File: config.mk
export PLATFORM = sky130hd
export DESIGN_NAME = arb_requester
export DESIGN_NICKNAME = d
export VERILOG_FILES = /design/src/rtl/arb_requester.sv
export SDC_FILE = /design/constraint.sdc
export NUM_CORES = 1
export LEC_CHECK = 0
export CAP_MARGIN = 20
export CORE_MARGIN = 2
export CORE_UTILIZATION = 27
export CTS_CLUSTER_SIZE = 28
export DETAILED_ROUTE_END_ITERATION = 16
export PLACE_DENSITY = 0.55
export REMOVE_ABC_BUFFERS = 1
export SYNTH_ARGS = -nofsm -noshare
export SYNTH_HDL_FRONTEND = slang
export SYNTH_SLANG_ARGS = --single-unit
File: constraint.sdc
create_clock -name clk -period 1.6 [get_ports clk]
set_input_delay 0.4 -clock clk [delete_from_list [all_inputs] [get_ports clk]]
set_output_delay 0.4 -clock clk [all_outputs]
set_load 0.05 [all_outputs]
File: src/rtl/arb_requester.sv
// Requester-side agent for the 4-way priority arbiter: requests, issues a burst beat by beat, releases.
// Optional request-wait timeout is built when ARB_REQ_TIMEOUT_EN is defined.
module arb_requester #(
    parameter int unsigned CLIENT_ID   = 0,
    parameter int unsigned LEN_W       = 4,
    parameter int unsigned TIMEOUT_CYC = 64
) (
    input  logic             clk,
    input  logic             reset,
    input  logic             start,
    input  logic [LEN_W-1:0] len,
    input  logic [3:0]       grant,
    output logic             req,
    output logic             busy,
    output logic             xfer_en,
    output logic [LEN_W-1:0] beat_idx,
    output logic             done,
    output logic             timeout_err
);

    typedef enum logic [1:0] {
        S_IDLE = 2'd0,
        S_REQ  = 2'd1,
        S_XFER = 2'd2,
        S_REL  = 2'd3
    } state_t;

    state_t           state_q;
    state_t           state_d;
    logic [LEN_W-1:0] len_q;
    logic [LEN_W-1:0] len_d;
    logic [LEN_W-1:0] beat_d;
    logic             my_grant;
    logic             timeout_hit_c;
    logic             unused_grant;

    assign my_grant     = grant[2'(CLIENT_ID)];
    assign unused_grant = ^grant;

    // Combinational so that pre-emption stops beats in the same cycle the grant drops.
    assign xfer_en = (state_q == S_XFER) && my_grant;

`ifdef ARB_REQ_TIMEOUT_EN
    localparam int unsigned WAIT_W = 16;

    logic [WAIT_W-1:0] wait_q;

    // Counts ungranted cycles in REQ only; grant loss during XFER is not a timeout.
    always_ff @(posedge clk) begin
        if (reset) begin
            wait_q <= '0;
        end else if ((state_q == S_IDLE) && start) begin
            wait_q <= '0;
        end else if ((state_q == S_REQ) && !my_grant && (wait_q != '1)) begin
            wait_q <= wait_q + WAIT_W'(1);
        end
    end

    assign timeout_hit_c = (state_q == S_REQ) && !my_grant &&
                           (wait_q == WAIT_W'(TIMEOUT_CYC - 1));
`else
    logic unused_cfg;

    assign unused_cfg    = (TIMEOUT_CYC == 0);
    assign timeout_hit_c = 1'b0;
`endif

    always_ff @(posedge clk) begin
        if (reset) begin
            state_q <= S_IDLE;
        end else begin
            state_q <= state_d;
        end
    end

    // Next-state, burst length capture and beat advance.
    always_comb begin
        state_d = state_q;
        len_d   = len_q;
        beat_d  = beat_idx;
        case (state_q)
            S_IDLE: begin
                if (start) begin
                    state_d = S_REQ;
                    len_d   = len;
                    beat_d  = '0;
                end
            end
            S_REQ: begin
                if (my_grant) begin
                    state_d = S_XFER;
                end else if (timeout_hit_c) begin
                    state_d = S_IDLE;
                end
            end
            S_XFER: begin
                if (xfer_en) begin
                    if (beat_idx == len_q) begin
                        state_d = S_REL;
                    end else begin
                        beat_d = beat_idx + LEN_W'(1);
                    end
                end
            end
            S_REL: begin
                state_d = S_IDLE;
            end
            default: begin
                state_d = S_IDLE;
            end
        endcase
    end

    // Status outputs are registered from the next state so they line up with the state register.
    always_ff @(posedge clk) begin
        if (reset) begin
            len_q       <= '0;
            beat_idx    <= '0;
            req         <= 1'b0;
            busy        <= 1'b0;
            done        <= 1'b0;
            timeout_err <= 1'b0;
        end else begin
            len_q       <= len_d;
            beat_idx    <= beat_d;
            req         <= (state_d == S_REQ) || (state_d == S_XFER);
            busy        <= (state_d != S_IDLE);
            done        <= (state_d == S_REL);
            timeout_err <= timeout_hit_c;
        end
    end

endmodule
==> results by group <==
Outcome
  – Outcome: completed

Detailed routing
  – Drt initial violations: 0
  – Routed Antenna Nets: 0
  – Vias per std cell: 4.41
  – WL final: 1290 µm
  – Drt drc: 0
  – DR WL/cell: 10.8 µm
  – Vias: 525
  – Drt pass-1 iters: 1

Timing
  – Max Clk Rate: 642 MHz
  – Endpoints failing setup: 0
  – Clk_skew: 0.901 ps
  – Final hold violations: 0
  – Slew Limit Headroom: 67.3%
  – Final period util: 97.4%
  – Fin crit period: 1560 ps
  – RSZ-0062 raised after global routing: yes
  – Final Slew Violations: 0
  – TNS Setup: 0 ps
  – Worst slew pin tran: 484 ps

Die
  – Area of the die: 2680 µm²
  – Die width: 51.8 µm
  – Die Span Y: 51.8 µm
  – Starting Density: 28.2%
  – FP Rows: 17
  – Core Box Area: 2190 µm²
  – I/O pin total: 20

Run
  – Max_cap viols: 0

Clocking
  – Worst-Skew Late Latency: 280 ps
  – Clk slew on worst S/H paths: 80 ps
  – Bufs on Longest Clock Path: 2
  – CTS tree: done
  – Clock Sinks: 13
  – CTS Buf Count: 3
  – Root cell of the clock tree: clkbuf_4
  – Max H-tree Level: 1

Setup path
  – Startpoint types: flip-flop
  – Worst path max stage delay: 370 ps
  – WP buf/inv: 2
  – Crit path from: state_q[0]
  – CP Max Fanout: 6
  – Top delay family on crit path: flip-flops
  – CP Capture Type: primary output
  – WP data required: 1200 ps
  – Critical-path cell list: and3b_2 > buf_4 > buf_12
  – RR Startpoint: len_q[0]
  – Arrival @ worst endpoint: 1160 ps
  – Slowest CP cell: dfxtp_4
  – Setup CP Type: reg -> out

Final layout
  – Area delta synth->final: 59.6%
  – N_diodes: 0
  – Final net count: 106
  – Post-route insts no fill: 119
  – Layout cells sized above 1: 30.8%
  – Post-layout util: 44.9%

Placed design
  – Placed Cells: 114
  – IO buf count: 15
  – RD Place Congestion: 0.785
  – Hpwl dp: 1000 µm

GRT
  – Grt total ovfl: 0
  – Initial antenna violation count: 0
  – Vias in the first global route: 488
  – First-pass GRT wire length: 2040 µm
  – Largest net degree at the start of global routing: 9
  – Total GRT Usage: 10.8%

Yosys
  – Gate Count Post-Synth: 64
  – Synth top area share: 42.2%
  – Synth Register Bits: 13
  – Sequential share of the synthesized area: 42.2%
  – Top post-synthesis cells by area: dfxtp_1 42%, mux2i_1 8.1%, ha_1 6.1%
  – Post-Syn Area: 617 µm²
  – Ys Warns: 0
  – Synth cell types: 29
  – Largest area contributor in the netlist: dfxtp_1
  – Synth Area per Inst: 9.64 µm²

Power
  – Leak Pwr: 0.438 nW
  – Sw frac: 29.3%
  – Flop pwr share: 48.6%
  – Maximum vdd drop: 433 µV
  – Sw power: 0.000218 W
  – PD cells: 755 nW/µm²
  – Internal power: 0.000526 W
  – Comb power frac: 23.6%
  – Clock Power Share: 27.9%

Min path
  – Hold Startpoint: len_q[2]
  – Worst hold path type: reg -> reg
==> power groups by stage <==
| stage | sequential [W] | clock (W) | combinational, W |
|---|---|---|---|
| after global placement | 0.000367 | 0 | 0.000174 |
| after global routing | 0.000364 | 0.000233 | 0.000190 |
| final | 0.000361 | 0.000207 | 0.000175 |
| after detailed placement | 0.000368 | 0 | 0.000176 |
| after floorplan | 0.000389 | 0 | 0.0000691 |
| after CTS | 0.000361 | 0.000221 | 0.000176 |
==> cell usage in the layout (no fill, tap or decap) <==
cell type        netlist  layout
clkbuf_4               0       3
xor2_1                 3       2
inv_1                  3       3
nand2_1                3       3
nor3_1                 1       1
and3b_2                1       1
or3_1                  2       2
dfxtp_4                0       1
nor2b_1                2       2
xor2_2                 1       2
mux2i_1                5       5
xnor2_1                1       1
nor4_1                 1       1
o41ai_1                1       1
nand4_1                1       1
a21boi_0               1       1
nor2_1                 8       8
o21a_1                 1       1
o41a_1                 1       1
ha_1                   3       3
buf_4                  1      10
or4b_1                 1       1
conb_1                 1       1
clkdlybuf4s50_1        0       6
buf_12                 0       8
nor3b_2                1       1
dfxtp_2                0       1
or2b_1                 1       1
dfxtp_1               13      11
o21ai_0                1       1
nand2b_1               2       2
a21oi_1                2       2
o21ai_1                1       1
dlygate4sd2_1          0       1
clkinv_2               0       1
==> cells in the mapped netlist (all sizes together) <==
master  count
a21boi      1
a21oi       2
and3b       1
buf         1
clkbuf      1
conb        1
dfxtp      13
ha          3
inv         3
mux2i       5
nand2       3
nand2b      2
nand4       1
nor2        8
nor2b       2
nor3        1
nor3b       1
nor4        1
o21a        1
o21ai       2
o41a        1
o41ai       1
or2b        1
or3         2
or4b        1
xnor2       1
xor2        4
==> cell families (layout without fill, tap and decap cells) <==
kind of cell             count (synthesis)  count (layout)  synth area share (%)
AND/OR/NAND/NOR                         24              24                  22.1
buffers and inverters                    5              32                  3.65
flip-flops                              13              13                  42.2
other                                    1               1                 0.608
multiplexers                             5               5                  8.11
XOR/XNOR                                 5               5                  8.32
adder cells (fa/ha/maj)                  3               3                  6.09
AO/OA/AOI/OAI                            8               8                  8.92
==> cell type report <==
type,instances,area [µm²]
repair buffers,25,304
well taps,28,35.0
fillers,222,1210
flip-flops and latches,13,265
inverters,3,11.3
clock buffers,3,22.5
multi-input cells,46,342
clock inverters,1,5.00
==> stage by stage <==
step                power (W)  hold WS (ps)  instance area (µm²)  setup WS, ps
floorplan            0.000459           467                  606          -201
detailed placement   0.000544           511                  938          -259
global route         0.000786           563                  985         -2.23
finish               0.000744           537                  985          41.7
CTS                  0.000758           532                  973          21.4
global placement     0.000541           501                  938          -235
==> repair_timing <==
item	in CTS	in global routing
pin swaps	1	0
buffers inserted	1	0
hold buffers	0	0
gates resized for setup	2	3
endpoints found under the setup margin	2	3
==> layer usage <==
metal	global-route usage, %	up-vias	wire [µm]
li1	-	269	-
met1	11.6	242	531
met2	19.0	12	681
met3	5.17	2	59
met4	2.63	0	15
met5	0	-	0
==> flip-flops by register name, indices dropped and copies added, names as in the netlist <==
| name | count |
|---|---|
| state_q | 2 |
| busy | 1 |
| beat_idx | 4 |
| done | 1 |
| len_q | 4 |
| req | 1 |
==> path summary, 6_finish.rpt <==
kind | endpoint | slack (ps) | cells after the start
hold / removal | len_q[2] | 540 | 2
setup reg to reg | req | 120 | 5
hold reg to reg | len_q[2] | 540 | 2
setup / recovery | xfer_en | 40 | 3
==> worst register-to-register path, stage by stage, from the launching register on <==
cell and delay, ps:
dfxtp_1 340, xor2_2 190, nor4_1 290, a21oi_1 150, ha_1 300, nor2b_1 120
(Power assumes the default switching activity.)
